$ cat src/rtl/daq_header_node.sv
// daq_header_node: tags accepted stream words with BCID and a wrapped readout
// window, queues them in a first-word-fall-through FIFO popped by the builder.
//
// Ports:
//   clk320               system clock, rising edge
//   rst                  asynchronous active-high reset
//   mngt_en              node enable; stream words are discarded when low
//   mngt_win_lower       window offset below the event BCID
//   mngt_win_width       window width in BCs
//   stream_valid         single-cycle qualifier for stream_data/stream_bcid
//   stream_data          stream payload
//   stream_bcid          BCID of the stream word
//   bconv_rd_strb        one-cycle pop strobe from the builder
//   hdr_valid            FIFO not empty; head entry is on hdr_*
//   hdr_data/bcid        head entry payload and BCID
//   hdr_win_start/end    head entry readout window
//   hdr_full             FIFO full
//   hdr_overflow         sticky: a header was lost to a full FIFO
//   hdr_drop_cnt         saturating count of full-FIFO losses
//                        (only with DAQ_HNODE_DROP_CNT_EN defined)
module daq_header_node #(
    parameter int DATA_W   = 32,
    parameter int BCID_W   = 12,
    parameter int BCID_MAX = 3564,
    parameter int DEPTH    = 8
) (
    input  logic              clk320,
    input  logic              rst,
    input  logic              mngt_en,
    input  logic [BCID_W-1:0] mngt_win_lower,
    input  logic [BCID_W-1:0] mngt_win_width,
    input  logic              stream_valid,
    input  logic [DATA_W-1:0] stream_data,
    input  logic [BCID_W-1:0] stream_bcid,
    input  logic              bconv_rd_strb,
    output logic              hdr_valid,
    output logic [DATA_W-1:0] hdr_data,
    output logic [BCID_W-1:0] hdr_bcid,
    output logic [BCID_W-1:0] hdr_win_start,
    output logic [BCID_W-1:0] hdr_win_end,
    output logic              hdr_full,
    output logic              hdr_overflow
`ifdef DAQ_HNODE_DROP_CNT_EN
    ,
    output logic [15:0]       hdr_drop_cnt
`endif
);
    localparam int AW = $clog2(DEPTH);
    localparam int EW = DATA_W + 3 * BCID_W;
    localparam logic [BCID_W:0] MAX_X = (BCID_W + 1)'(BCID_MAX);
    localparam logic [AW:0] FULL_CNT = (AW + 1)'(DEPTH);

    logic [EW-1:0]     mem_q [DEPTH];
    logic [EW-1:0]     head_q, head_d, in_w;
    logic [AW-1:0]     rd_q, rd_d, wr_q, wr_d;
    logic [AW:0]       cnt_q, cnt_d;
    logic              ovf_q, ovf_d;
    logic              accept, pop, push, drop, full;
    logic [BCID_W:0]   bcid_x, low_x, wid_x, start_x, sum_x, end_x;

    // Window arithmetic is done one bit wider so the modular add/sub cannot overflow.
    always_comb begin
        bcid_x  = {1'b0, stream_bcid};
        low_x   = {1'b0, mngt_win_lower};
        wid_x   = {1'b0, mngt_win_width};
        start_x = (bcid_x >= low_x) ? bcid_x - low_x : bcid_x + MAX_X - low_x;
        sum_x   = start_x + wid_x;
        end_x   = (sum_x >= MAX_X) ? sum_x - MAX_X : sum_x;
        in_w    = {stream_data, stream_bcid, start_x[BCID_W-1:0], end_x[BCID_W-1:0]};
    end

    always_comb begin
        full   = cnt_q == FULL_CNT;
        accept = stream_valid & mngt_en;
        pop    = bconv_rd_strb & (cnt_q != '0);
        // A pop in the same cycle frees the slot, so a full FIFO still accepts.
        push   = accept & (~full | pop);
        drop   = accept & full & ~pop;
        cnt_d  = cnt_q + (AW + 1)'(push) - (AW + 1)'(pop);
        rd_d   = rd_q + AW'(pop);
        wr_d   = wr_q + AW'(push);
        ovf_d  = ovf_q | drop;
        // Head register tracks the entry at rd_d; bypass the incoming word when
        // it lands in an otherwise empty FIFO, hold the last value when empty.
        head_d = (cnt_d == '0) ? head_q : (cnt_q == (AW + 1)'(pop)) ? in_w : mem_q[rd_d];
    end

    always_ff @(posedge clk320) begin
        if (push) mem_q[wr_q] <= in_w;
    end

    always_ff @(posedge clk320 or posedge rst) begin
        if (rst) begin
            rd_q   <= '0;
            wr_q   <= '0;
            cnt_q  <= '0;
            ovf_q  <= 1'b0;
            head_q <= '0;
        end else begin
            rd_q   <= rd_d;
            wr_q   <= wr_d;
            cnt_q  <= cnt_d;
            ovf_q  <= ovf_d;
            head_q <= head_d;
        end
    end

`ifdef DAQ_HNODE_DROP_CNT_EN
    logic [15:0] dcnt_q;
    always_ff @(posedge clk320 or posedge rst) begin
        if (rst) dcnt_q <= '0;
        else if (drop && dcnt_q != 16'hFFFF) dcnt_q <= dcnt_q + 16'd1;
    end
    assign hdr_drop_cnt = dcnt_q;
`endif

    assign hdr_valid    = cnt_q != '0;
    assign hdr_full     = full;
    assign hdr_overflow = ovf_q;
    assign {hdr_data, hdr_bcid, hdr_win_start, hdr_win_end} = head_q;
endmodule

$ cat config.mk
export PLATFORM = sky130hd
export DESIGN_NAME = daq_header_node
export DESIGN_NICKNAME = d
export VERILOG_FILES = /design/src/rtl/daq_header_node.sv
export SDC_FILE = /design/constraint.sdc
export NUM_CORES = 1
export LEC_CHECK = 0
export ABC_CLOCK_PERIOD_IN_PS = 16480
export BUFFER_PORTS_ARGS = -buffer_cell sky130_fd_sc_hd__buf_2
export CAP_MARGIN = 20
export CORE_ASPECT_RATIO = 0.5
export CORE_MARGIN = 10
export CORE_UTILIZATION = 45
export CTS_CLUSTER_SIZE = 24
export DETAILED_ROUTE_END_ITERATION = 6
export GPL_ROUTABILITY_DRIVEN = 0
export PLACE_DENSITY = 0.63
export SLEW_MARGIN = 40
export SYNTH_ARGS = -nofsm -noshare
export SYNTH_HDL_FRONTEND = slang
export SYNTH_SLANG_ARGS = --single-unit
$ cat constraint.sdc
create_clock -name clk320 -period 16.48 [get_ports clk320]
set_clock_uncertainty 0.15 [all_clocks]
set_input_delay 0 -clock clk320 [delete_from_list [all_inputs] [get_ports clk320]]
set_output_delay 0 -clock clk320 [all_outputs]
set_load 0.03 [all_outputs]
Word level (Yosys, flattened, before mapping)
Memory sizes are Yosys's and may differ from the RTL's.
Cells that the tools add are included.
{"block": "word_totals", "register_bits": 79, "ramBits": 544, "in_bits": 73, "output_inout_bits": 71, "elab_cells": 35, "memories": 1}
{"name": "mem_q", "words": 8, "width": 68, "rd": 1, "rd_clocked_by_memory_dff": 0, "write_ports": 1, "line": "53", "rtl": "logic [EW-1:0] mem_q [DEPTH];"}
{"block": "op_classes", "n_addsub": 9, "order_cmp": 2, "n_eq_ne": 2, "mux": 5, "bitwise_logic": 9, "reduce_logical": 2}
{"operator": "$mux W68", "n": 1}
{"operator": "$add A12 B12 Y13 const B", "n": 1}
{"operator": "$add A13 B12 Y13", "n": 1}
{"operator": "$ge A13 B12 Y1 const B", "n": 1}
{"operator": "$mux W13", "n": 1}
{"operator": "$sub A12 B12 Y13", "n": 1}
{"operator": "$sub A13 B12 Y13", "n": 1}
{"operator": "$ge A12 B12 Y1", "n": 1}
{"operator": "$mux W12", "n": 1}
{"operator": "$sub A12 B12 Y12 const B", "n": 1}
{"operator": "$add A3 B1 Y3", "n": 2}
{"operator": "$and A1 B1 Y1", "n": 5}
{"operator": "$add A4 B1 Y4", "n": 1}
{"operator": "$eq A4 B1 Y1", "n": 1}
{"operator": "$eq A4 B4 Y1 const B", "n": 1}
{"operator": "$logic_not A4 Y1", "n": 1}
{"operator": "$reduce_bool A4 Y1", "n": 1}
{"operator": "$sub A4 B1 Y4", "n": 1}
{"operator": "$mux W1", "n": 2}
{"operator": "$not A1 Y1", "n": 2}
{"operator": "$or A1 B1 Y1", "n": 2}

Depth between registers and ports, before layout
Gate-level depths: netlist of run 1.
{"block": "depth", "word_depth": 7, "ltp_mapped": 25, "mapped_depth_nobuf": 23}

Worst setup path after synthesis of run 1
OpenSTA, ideal clock, no wires.
{"block": "synth_timing", "path_kind": "reg2reg", "startpoint": "register cnt_q[2]", "endpoint": "memory mem_q[0][0] (netlist name), enable pin", "setup_time_ps": 578, "arrival_ps": 5928, "required_ps": 15752, "slack_ps": 9825, "path_stages_with_launch": 8, "path_buffers": 0, "synth_period_minus_slack_ps": 6655, "path_cell_list": "dfrtp_1 > inv_1 > ha_1 > nand2_1 > nand2_1 > a21oi_1 > nand2b_1 > nor3_1"}
{"block": "synth_via", "elab_chain_cells": 6, "elab_cells_between_ends": 8, "classes_between": "eq/ne (1); mux (2); bitwise (4); reduce/logical (1)"}
{"item": "from (decl)", "line": "56", "rtl": "logic [AW:0] cnt_q, cnt_d;"}
{"item": "from (signal assigned)", "line": "102", "rtl": "cnt_q <= cnt_d;"}
{"item": "$reduce_bool A4 Y1"}
{"item": "net hdr_valid", "line": "36", "rtl": "output logic hdr_valid,"}
{"item": "$and A1 B1 Y1", "line": "75", "rtl": "pop = bconv_rd_strb & (cnt_q != '0);"}
{"item": "$or A1 B1 Y1", "line": "77", "rtl": "push = accept & (~full | pop);"}
{"item": "$and A1 B1 Y1", "line": "77"}
{"item": "$mux W1", "line": "89", "rtl": "if (push) mem_q[wr_q] <= in_w;"}
{"item": "$mux W1 (implied by the code)", "line": "89"}
{"item": "to (decl)", "line": "53"}
The timed path passes the listed nets, and every way through them passes these cells.

Worst setup path after layout of run 1
{"block": "layout_timing", "startpoint": "input stream_bcid[0]", "endpoint": "register head_q[7]"}
{"block": "layout_via", "elab_chain_cells": 7, "elab_cells_between_ends": 10, "classes_between": "add/sub (5); order compare (2); mux (3)"}
{"item": "from (decl)", "line": "34", "rtl": "input logic [BCID_W-1:0] stream_bcid,"}
{"item": "$add A12 B12 Y13", "line": "66", "rtl": "start_x = (bcid_x >= low_x) ? bcid_x - low_x : bcid_x + MAX_X - low_x;"}
{"item": "$sub A13 B12 Y13", "line": "66"}
{"item": "$mux W13 (*)", "line": "66"}
{"item": "net start_x[7]", "line": "59", "rtl": "logic [BCID_W:0] bcid_x, low_x, wid_x, start_x, sum_x, end_x;"}
{"item": "$add A13 B12 Y13 (*)", "line": "67", "rtl": "sum_x = start_x + wid_x;"}
{"item": "$sub A12 B12 Y12 / $ge A13 B12 Y1 (equally long branches)", "line": "68", "rtl": "end_x = (sum_x >= MAX_X) ? sum_x - MAX_X : sum_x;"}
{"item": "$mux W12 (*)", "line": "68"}
{"item": "net end_x[7]", "line": "59"}
{"item": "$mux W68 (*)", "line": "85", "rtl": "head_d = (cnt_d == '0) ? head_q : (cnt_q == (AW + 1)'(pop)) ? in_w : mem_q[rd_d];"}
{"item": "to (signal assigned)", "line": "98", "rtl": "head_q <= '0;"}
{"item": "to (signal assigned)", "line": "104", "rtl": "head_q <= head_d;"}
{"item": "to (decl)", "line": "54", "rtl": "logic [EW-1:0] head_q, head_d, in_w;"}
The timed path passes the listed nets; every way through them passes the cells marked *.
A chain may end at the register's enable or synchronous reset.

==> results.ini, run 1 <==
[worst_setup_path]
crit_path_end_kind=flip-flop
crit_path_top_delay_cell=xor2_1
crit_fanout=10
worst_ep_required_time_ns=16.86
worstPathBufferInverterCount=5
start_kind=input pin
cp_top_family=compound AO/OA/AOI/OAI gates
arrival_ns=6.16
crit_type=in -> reg
max_stage_delay_ns=0.57

[floorplanning]
die_y_um=191
dieWidth_um=362
core_mm2=0.0576
rows=62
dieArea_mm2=0.0690
ios=144
start_util_pct=45.6

[power]
max-vdd-ir-drop_mv=0.188
p_leak_nw=10.8
power_density_mw_per_mm2=196

[placement]
placed_cells=2481
port_buffers=143
place_hpwl_um=34500

[timing]
slew_viol_final=0
tightest_slew_ns=0.821
fin_crit_ns=5.78
relSlewSlack_pct=45.1
setup_viol=0
rsz0062_at_grt=no
fmax_mhz=173
tns_ns=0
hold_violations=0
fin_crit_sh_pct=35.1

[detailed_routing]
first_pass_iters=5
wire_per_inst_um=22.7
drt_iter0_drc=1186
routed_wl_um=60100
vias=14700
viasPerCell=5.55
drc_errors=0
antenna_left=0

[clocking]
cts_made_buffers=57
clk_latency_ns=0.59
root_buffer=clkbuf_16
cts_tree=built
cts_buffer_depth=3
clk_pin_slew_ns=0.06
cts_setup_buffers=0
cts_num_sinks=623
htreeDepth=2
cts_resized=0

[synth]
synth.avg_cell_area_um2=16.3
ys_seq_area_share_pct=69.7
yosysWarnings=0
synthDistinctLibCells=77
synth-compound-area-share_pct=6.54
synth_mux_area_share_pct=12.1
syn-cell-area_mm2=0.0263
synth-edff-count=544
yosys.area_share.simple_pct=5.32
synth-seq-cells=623
synthArstFlopShare_pct=12.7
synthAdderAreaFrac_pct=3.11
synth_ff_type=edfxtp_1
synth_fp_nets=1747
synth_top_family_by_area=multiplexers
synth_xor_area_share_pct=1.20
synthCells=1613

[outcome]
run_status=finished, final reports clean

[cells_and_area]
layout.cells.non_filler=2649
area_growth_pct=16.5
final_common_cell=edfxtp_1
layout_common_cells=edfxtp_1, nand2_1, buf_2, mux4_2, a21oi_1
layout-drive-gt1-share_pct=23.2
nets=1963

[grt]
grt_overflow_total=0
grt_pass1_vias=15200
antenna_found_initial=6
grt_pass1_wl_um=93000
grt_max_degree=95
grt_usage_pct=17.4

[worst_hold_path]
hp-class=in -> reg

[flow_run]
maxCapViolCount=0

cell families (layout without fill, tap and decap cells):
| group | count (synthesis) | count (layout) |
|---|---|---|
| other cells | 0 | 4 |
| flops | 623 | 623 |
| buf+inv | 132 | 396 |
| xor+xnor | 35 | 35 |
| mux | 146 | 146 |
| simple gates | 326 | 326 |
| compound gates | 290 | 290 |
| fa+ha+maj | 61 | 61 |
cell usage after synthesis (all sizes together) (7+ instances only):
cell      n  area share, %
nand2   216            3.1
edfxtp  544             62
xnor2    22           0.76
mux2i     7           0.27
mux4    136             12
inv      55           0.79
ha       54            2.6
nor2     43           0.64
nand3    10           0.19
a21o      9           0.26
nand2b   11           0.26
clkbuf   45           0.64
a21oi   138            2.6
buf      31           0.59
fa        7           0.53
and3      8           0.21
o21ai    82            1.6
dfrtp    79            7.5
nor3     12           0.23
o211ai    7           0.24
xor2     13           0.43
power by group:
group,total (W),internal (W),switching (W)
sequential,0.00216,0.00207,0.0000839
clock,0.00135,0.000789,0.000563
combinational,0.00250,0.000985,0.00151
flip-flops by register name, indices dropped and copies added (netlist names):
name          cells
cnt_q             4
hdr_overflow      1
head_q           68
mem_q           544
rd_q              3
wr_q              3
timing repair:
action / in CTS / in global routing
endpoints found under the hold margin: 508 / 0
hold buffers: 55 / 0
endpoints found under the setup margin: 0 / 0
layout make-up:
| class | instances | area, um^2 |
|---|---|---|
| Antenna cell | 4 | 10.0 |
| Clock buffer | 89 | 1710 |
| Clock inverter | 18 | 223 |
| Fill cell | 4637 | 27000 |
| Inverter | 56 | 213 |
| Multi-Input combinational cell | 858 | 7520 |
| Sequential cell | 623 | 18300 |
| Tap cell | 768 | 961 |
| Timing Repair Buffer | 233 | 1640 |
path summary, 6_finish.rpt:
path | from | endpoint | slack [ns] | depth (start not counted)
min in group asynchronous | rst | head_q[37] | 0.32 | 4
max reg2reg | cnt_q[2] | head_q[2] | 12.08 | 13
min | stream_data[23] | mem_q[4][59] | 0.09 | 2
max in group asynchronous | rst | head_q[19] | 14.89 | 5
max | stream_bcid[0] | head_q[7] | 10.70 | 25
min reg2reg | head_q[18] | head_q[18] | 0.33 | 2
layer usage:
metal  GRT usage (%)  part of all wire (%)
met5               0                 0.042
met4            3.52                   1.6
met3            2.70                   5.1
met2            29.2                    49
met1            24.1                    44
stage by stage:
stage | util, % | hold slack, ns | total power, W | area [um^2] | setup WS (ns)
2_1_floorplan | - | -0.0511 | 0.00399 | 26300 | 9.82
3_3_place_gp | 48.6 | -0.212 | 0.00465 | 27900 | 10.53
3_5_place_dp | 48.7 | -0.201 | 0.00470 | 28100 | 10.59
4_1_cts | 53.0 | 0.0551 | 0.00606 | 30500 | 10.66
5_1_grt | 53.1 | 0.0768 | 0.00638 | 30600 | 10.13
6_report | 53.2 | 0.0859 | 0.00600 | 30600 | 10.70
Power figures use the tool's default switching activity.
==> run 2: changes to the inputs <==
--- a/config.mk
+++ b/config.mk
@@ -5,7 +5,7 @@
 export SDC_FILE = /design/constraint.sdc
 export NUM_CORES = 1
 export LEC_CHECK = 0
-export ABC_CLOCK_PERIOD_IN_PS = 16480
+export ABC_CLOCK_PERIOD_IN_PS = 4800
 export BUFFER_PORTS_ARGS = -buffer_cell sky130_fd_sc_hd__buf_2
 export CAP_MARGIN = 20
 export CORE_ASPECT_RATIO = 0.5
@@ -14,7 +14,7 @@
 export CTS_CLUSTER_SIZE = 24
 export DETAILED_ROUTE_END_ITERATION = 6
 export GPL_ROUTABILITY_DRIVEN = 0
-export PLACE_DENSITY = 0.63
+export PLACE_DENSITY = 0.65
 export SLEW_MARGIN = 40
 export SYNTH_ARGS = -nofsm -noshare
 export SYNTH_HDL_FRONTEND = slang
==> constraint.sdc (replaced) <==
create_clock -name clk320 -period 4.8 [get_ports clk320]
set_clock_uncertainty 0.15 [all_clocks]
set_input_delay 0 -clock clk320 [delete_from_list [all_inputs] [get_ports clk320]]
set_output_delay 0 -clock clk320 [all_outputs]
set_load 0.03 [all_outputs]
==> run 2 against run 1 <==
  * Hold slack got worse by 0.069 ns
  * Utilization rose by 1.3 points
  * Via count rose by 2.6%
  * Global-route usage rose by 0.15 points
  * Highest routed layer unchanged
  * Die area is the same
  * Cell count is 3.1% higher
  * Setup slack lost 10 ns
==> results.ini, run 2 (same netlist as run 1, synthesis figures left out) <==
[outcome]
run_status=finished, final reports clean

[floorplanning]
ios=144  ; unchanged
dieWidth_um=362  ; unchanged
core_mm2=0.0576  ; unchanged
rows=62  ; unchanged
dieArea_mm2=0.0690  ; unchanged
die_y_um=191  ; unchanged
start_util_pct=45.6  ; unchanged

[detailed_routing]
dr.max_layer_used=met5
viasPerCell=5.52  ; -0.53%
routed-wl-met2_um=29700  ; +0.60%
drt_iter0_drc=1294  ; +9.1%
first_pass_iters=6  ; +1
drc_errors=0  ; unchanged
met1Wirelength_um=26500  ; -0.24%
vias=15100  ; +2.6%
antenna_left=0  ; unchanged
routed_wl_um=60600  ; +0.86%
wire_per_inst_um=22.2  ; -2.2%
dr_wl_met3_um=3130  ; +2.3%

[cells_and_area]
largest_registers=mem_q (544), head_q (68), cnt_q (4)
area_growth_pct=19.3
layout_common_cells=edfxtp_1, nand2_1, buf_2, mux4_2, a21oi_1
layout.cells.non_filler=2732  ; +3.1%
nets=2049  ; +4.4%
top_register=mem_q
largest_reg_flops=544  ; unchanged
final_common_cell=edfxtp_1
layout-drive-gt1-share_pct=27.4  ; +4.3 points

[grt]
grt_pass1_wl_um=94000  ; +1.1%
grt_pass1_vias=15700  ; +3.6%
grt_max_degree=66  ; -31%
antenna_found_initial=4  ; -2
grt_overflow_total=0  ; unchanged
grt_usage_pct=17.6  ; +0.15 points

[flow_run]
maxCapViolCount=0  ; unchanged

[clocking]
clk_pin_slew_ns=0.07  ; about the same
root_buffer=clkbuf_16
cts_num_sinks=623  ; unchanged
htreeDepth=2  ; unchanged
cts_tree=built
cts_buffer_depth=3  ; unchanged
cts_made_buffers=55  ; -3.5%
clk_latency_ns=0.60  ; about the same

[timing]
relSlewSlack_pct=43.8  ; -1.3 points
tightest_slew_ns=0.842  ; +0.0213 ns
holdWs_ns=0.0171  ; -0.0689 ns
fmax_mhz=220
hold_violations=0  ; unchanged
fin_crit_sh_pct=94.8
slew_viol_final=0  ; unchanged
setup_viol=0  ; unchanged
fin_crit_ns=4.55

[worst_setup_path]
worst_ep_required_time_ns=5.14  ; -11.72 ns
crit_path_end_kind=flip-flop
start_kind=input pin
worst-r2r-setup-slack_ns=0.88  ; -11.20 ns
worst_r2r_endpoint=head_q[8]
crit_type=in -> reg
reg2reg_depth=14  ; +1
crit_fanout=10  ; unchanged
arrival_ns=4.88  ; -1.28 ns
r2r_start=cnt_q[2]

[placement]
port_buffers=143  ; unchanged
place_hpwl_um=36700  ; +6.1%
placed_cells=2573  ; +3.7%

[worst_hold_path]
hp-class=in -> reg
min_to=mem_q[5][1]
min-delay-start=mngt_win_width[1]
hold_depth=4  ; +2

[power]
swShare_pct=35.9  ; -0.091 points
power_density_mw_per_mm2=670  ; +240%
pwr-share-clk_pct=21.3  ; -1.2 points
p_int_w=0.0135  ; +250%
power_frac_comb_pct=43.4  ; +1.8 points
switchingPower_w=0.00753  ; +250%
max-vdd-ir-drop_mv=0.647  ; +240%
p_leak_nw=11.2  ; +3.9%
seq_power_share_pct=35.2  ; -0.7 points

[run 2: cell types whose count changed in the layout (fill, tap and decap cells not counted), sizes merged]
cell / delta
clkinvlp: +4
clkbuf: -10
inv: -1
dlygate4sd3: -3
buf: +91
diode: -1
clkinv: +3
[run 2: worst max path at each step]
stage                     slack, ns          end  depth (start not counted)              start
final                          0.25    head_q[7]                         19     stream_bcid[4]
after CTS                     0.006  mem_q[2][9]                         21     stream_bcid[4]
after global placement        -0.24  mem_q[2][8]                         20  mngt_win_lower[1]
after global routing          -0.01    head_q[3]                         21     stream_bcid[8]
after floorplan               -0.03  mem_q[2][0]                          7           cnt_q[2]
after detailed placement      -0.29  mem_q[1][8]                         20  mngt_win_lower[1]
[run 2: per-layer routing]
metal	vias up	track usage, %
met5	-	0
met4	4	4.24
met3	96	2.42
met2	393	29.7
met1	7743	24.0
li1	6853	-
[run 2: per-stage QoR]
stage	power [W]	utilization [%]	cell area, um^2	setup TNS, ns	worst slack (ns)
global placement	0.0164	50.0	28800	-10.81	-0.243
detailed placement	0.0165	50.1	28800	-14.82	-0.286
finish	0.0210	54.4	31300	0	0.252
global route	0.0223	54.4	31300	-0.0514	-0.0135
CTS	0.0211	54.2	31200	0	0.00563
floorplan	0.0137	-	26300	-10.07	-0.0301
[run 2: power groups by stage]
stage               sequential, W  clock [W]  combinational [W]
floorplan                 0.00805          0            0.00565
global placement          0.00749          0            0.00891
detailed placement        0.00752          0            0.00903
CTS                       0.00741    0.00456            0.00911
global route              0.00747    0.00477             0.0100
finish                    0.00740    0.00448            0.00912
[run 2: repair_timing]
item,CTS,global route
endpoints found under the hold margin,453,0
setup endpoints to repair,0,90
gates resized for setup,0,26
setup buffers,0,1
hold buffers,52,0
[run 2: final cells by class]
cell class | instances | area, um^2
Antenna cell | 3 | 7.51
Clock buffer | 79 | 1570
Clock inverter | 24 | 265
Fill cell | 4567 | 26200
Inverter | 56 | 214
Multi-Input combinational cell | 858 | 7670
Sequential cell | 623 | 18300
Tap cell | 768 | 961
Timing Repair Buffer | 321 | 2330
[run 2: worst max-delay path, cell delays in order]
cell,delay [ns]
dlygate4sd3_1,0.56
buf_2,0.18
ha_2,0.40
nor2_1,0.07
a211oi_2,0.25
o211ai_2,0.14
and3b_1,0.21
or3_1,0.44
o21ai_4,0.17
ha_4,0.27
o21a_1,0.13
o21a_1,0.20
a211o_1,0.32
or2_1,0.24
o41ai_2,0.31
and3_4,0.26
o2111ai_1,0.16
xor2_2,0.26
a221o_1,0.31
==> run 3: changes to the inputs <==
==> constraint.sdc (replaced) <==
create_clock -name clk320 -period 4.8 [get_ports clk320]
set_clock_uncertainty 0.15 [all_clocks]
set_input_delay 1.2 -clock clk320 [delete_from_list [all_inputs] [get_ports clk320]]
set_output_delay 1.2 -clock clk320 [all_outputs]
set_load 0.03 [all_outputs]
==> run 3 against run 2 <==
  * The flow now finishes with violations (setup timing)
  * Combinational power increased by 9.3%
  * Setup slack lost 0.60 ns
  * Hold slack gained 0.31 ns
  * Utilization is 1.2 points higher
  * First-iteration DRC count grew 8.0%
  * Non-clock buffer count rose by 44
  * Cell count increased by 1.8%
  * Critical path depth increased by 2
  * Routed wire length is 2.2% higher
  * Global-route usage up 0.32 points
  * Clock power is 2% lower
  * Die area unchanged
==> results.ini, run 3 (same netlist as run 1, synthesis figures left out) <==
[cells_and_area]
final_common_cell=edfxtp_1
largest_registers=mem_q (544), head_q (68), cnt_q (4)
top_register=mem_q
nets=2096  ; +2.3%
largest_reg_flops=544  ; unchanged
fill_cells=4529  ; -0.83%
layout.cells.non_filler=2782  ; +1.8%
layout-drive-gt1-share_pct=33.8  ; +6.4 points
layout_common_cells=edfxtp_1, nand2_1, buf_4, buf_2, mux4_2
area_growth_pct=22.0

[grt]
grt_pass1_vias=15900  ; +1.5%
grt_max_degree=66  ; unchanged
antenna_found_initial=5  ; +1
grt_usage_pct=17.9  ; +0.32 points
grt_pass1_wl_um=95600  ; +1.7%
grt_overflow_total=0  ; unchanged

[detailed_routing]
drt_iter0_drc=1397  ; +8.0%
antenna_left=0  ; unchanged
first_pass_iters=5  ; -1
vias=15300  ; +1.4%
wire_per_inst_um=22.3  ; +0.40%
viasPerCell=5.50  ; -0.46%
routed_wl_um=62000  ; +2.2%
drc_errors=0  ; unchanged

[worst_setup_path]
crit_type=in -> reg
crit_path_end_kind=flip-flop
max_stage_delay_ns=0.35  ; -0.21 ns
crit_path_top_delay_cell=or3_4
worst-r2r-setup-slack_ns=1.06  ; +0.18 ns
start_kind=input pin
worst_r2r_endpoint=head_q[8]
crit_fanout=5  ; -5
arrival_ns=5.48  ; +0.60 ns
r2r_start=cnt_q[2]
cp-startpoint=mngt_win_lower[1]
cp_cell_sequence=buf_12, inv_16, ha_4, inv_4, fa_2, nor3b_2, a211oi_2, o211ai_2, and3b_1, or3_4, o21ai_4, ha_4, o21a_1, o21a_1, a211o_1, or2_1, o41ai_2, and3_4, o2111ai_4, xor2_4, a221o_1
worst_ep_required_time_ns=5.13  ; about the same
reg2reg_depth=14  ; unchanged

[worst_hold_path]
hold_depth=2  ; -2
min-delay-start=head_q[22]
hp-class=reg -> reg
min_to=head_q[22]

[floorplanning]
start_util_pct=45.6  ; unchanged
die_y_um=191  ; unchanged
rows=62  ; unchanged
core_mm2=0.0576  ; unchanged
dieWidth_um=362  ; unchanged
ios=144  ; unchanged
dieArea_mm2=0.0690  ; unchanged

[timing]
fin_crit_ns=5.15  ; +0.598 ns
tns_ns=-23.28  ; -23.28 ns
hold_violations=0  ; unchanged
fin_ws_ns=-0.346  ; -0.598 ns
fin_crit_sh_pct=107  ; +12 points
slew_viol_final=0  ; unchanged
fmax_mhz=194  ; -12%
rsz0062_at_grt=yes
setup_viol=90  ; +90
relSlewSlack_pct=48.2  ; +4.3 points
tightest_slew_ns=0.777  ; -0.0648 ns

[clocking]
cts_hold_buf=0  ; -100%
root_buffer=clkbuf_16
cts_made_buffers=55  ; unchanged
htreeDepth=2  ; unchanged
cts_buffer_depth=3  ; unchanged
cts_num_sinks=623  ; unchanged
cts_tree=built
clk_pin_slew_ns=0.07  ; about the same
clk_latency_ns=0.60  ; about the same

[placement]
port_buffers=143  ; unchanged
placed_cells=2651  ; +3.0%
place_hpwl_um=37300  ; +1.7%

[outcome]
run_status=complete, but fails checks
failed_checks=setup timing

[power]
max-vdd-ir-drop_mv=0.496  ; -23%
p_leak_nw=11.5  ; +3.0%
power_density_mw_per_mm2=680  ; +1.5%

[flow_run]
maxCapViolCount=0  ; unchanged

[run 3: cell count changes in the layout (fill, tap and decap cells not counted), moves of 4 or more]
cell and change:
ha_4 +9, buf_4 +87, buf_6 +4, inv_1 -4, buf_12 +7, nor2_1 -4, nor2_4 +4, dlygate4sd3_1 -52
ha_1 -8
[run 3: critical path, delay by kind of cell]
| kind | cells | cell delay (ns) |
|---|---|---|
| fa+ha+maj | 3 | 0.70 |
| simple gates | 5 | 1.26 |
| compound gates | 9 | 1.90 |
| xor+xnor | 1 | 0.19 |
| buf+inv | 3 | 0.18 |
[run 3: per-stage QoR]
| step | hold WS (ns) | cell area [um^2] | power, W | utilization [%] | setup WS (ns) |
|---|---|---|---|---|---|
| 2_1_floorplan | 0.322 | 26600 | 0.0139 | - | -0.917 |
| 3_3_place_gp | 0.301 | 29700 | 0.0169 | 51.6 | -1.15 |
| 3_5_place_dp | 0.312 | 29700 | 0.0171 | 51.6 | -1.32 |
| 4_1_cts | 0.327 | 31900 | 0.0219 | 55.5 | -0.355 |
| 5_1_grt | 0.351 | 32000 | 0.0231 | 55.7 | -0.529 |
| 6_report | 0.323 | 32000 | 0.0218 | 55.7 | -0.346 |
[run 3: worst max-delay path by stage]
stage,end,slack [ns],cells after the start
after CTS,head_q[7],-0.35,21
after global placement,head_q[7],-1.15,23
after global routing,head_q[7],-0.53,23
final,head_q[7],-0.35,21
after detailed placement,mem_q[4][8],-1.32,23
after floorplan,head_q[7],-0.92,21
[run 3: power breakdown]
| group | leakage [nW] | internal (W) | switching, W | total [W] |
|---|---|---|---|---|
| Sequential | 5.86 | 0.00710 | 0.000301 | 0.00740 |
| Combinational | 4.81 | 0.00436 | 0.00561 | 0.00997 |
| Clock | 0.867 | 0.00248 | 0.00193 | 0.00441 |
[run 3: timing repair]
action	in CTS	in global routing
resized for setup	47	12
buffers inserted	17	3
endpoints found under the setup margin	90	90
pin swaps	29	11
hold endpoints to repair	0	0
cloned	3	0
[run 3: final cells by class]
cell class                 instances  area [um^2]  share of cell area [%]
tap                              768          961                    3.00
inverter                          56          234                   0.730
sequential                       623        18300                    57.2
clock buffer                      80         1560                    4.88
timing repair buffer             365         2640                    8.23
multi-input combinational        861         8080                    25.2
clock inverter                    24          240                   0.750
antenna                            5         12.5                  0.0391
[run 3: metal layers]
| layer | up-vias | track usage [%] | wire (um) |
|---|---|---|---|
| met1 | 7886 | 23.9 | 26300 |
| li1 | 6934 | - | - |
| met4 | 2 | 4.79 | 1410 |
| met2 | 386 | 30.5 | 31000 |
| met5 | - | 0 | 7 |
| met3 | 86 | 2.69 | 3330 |
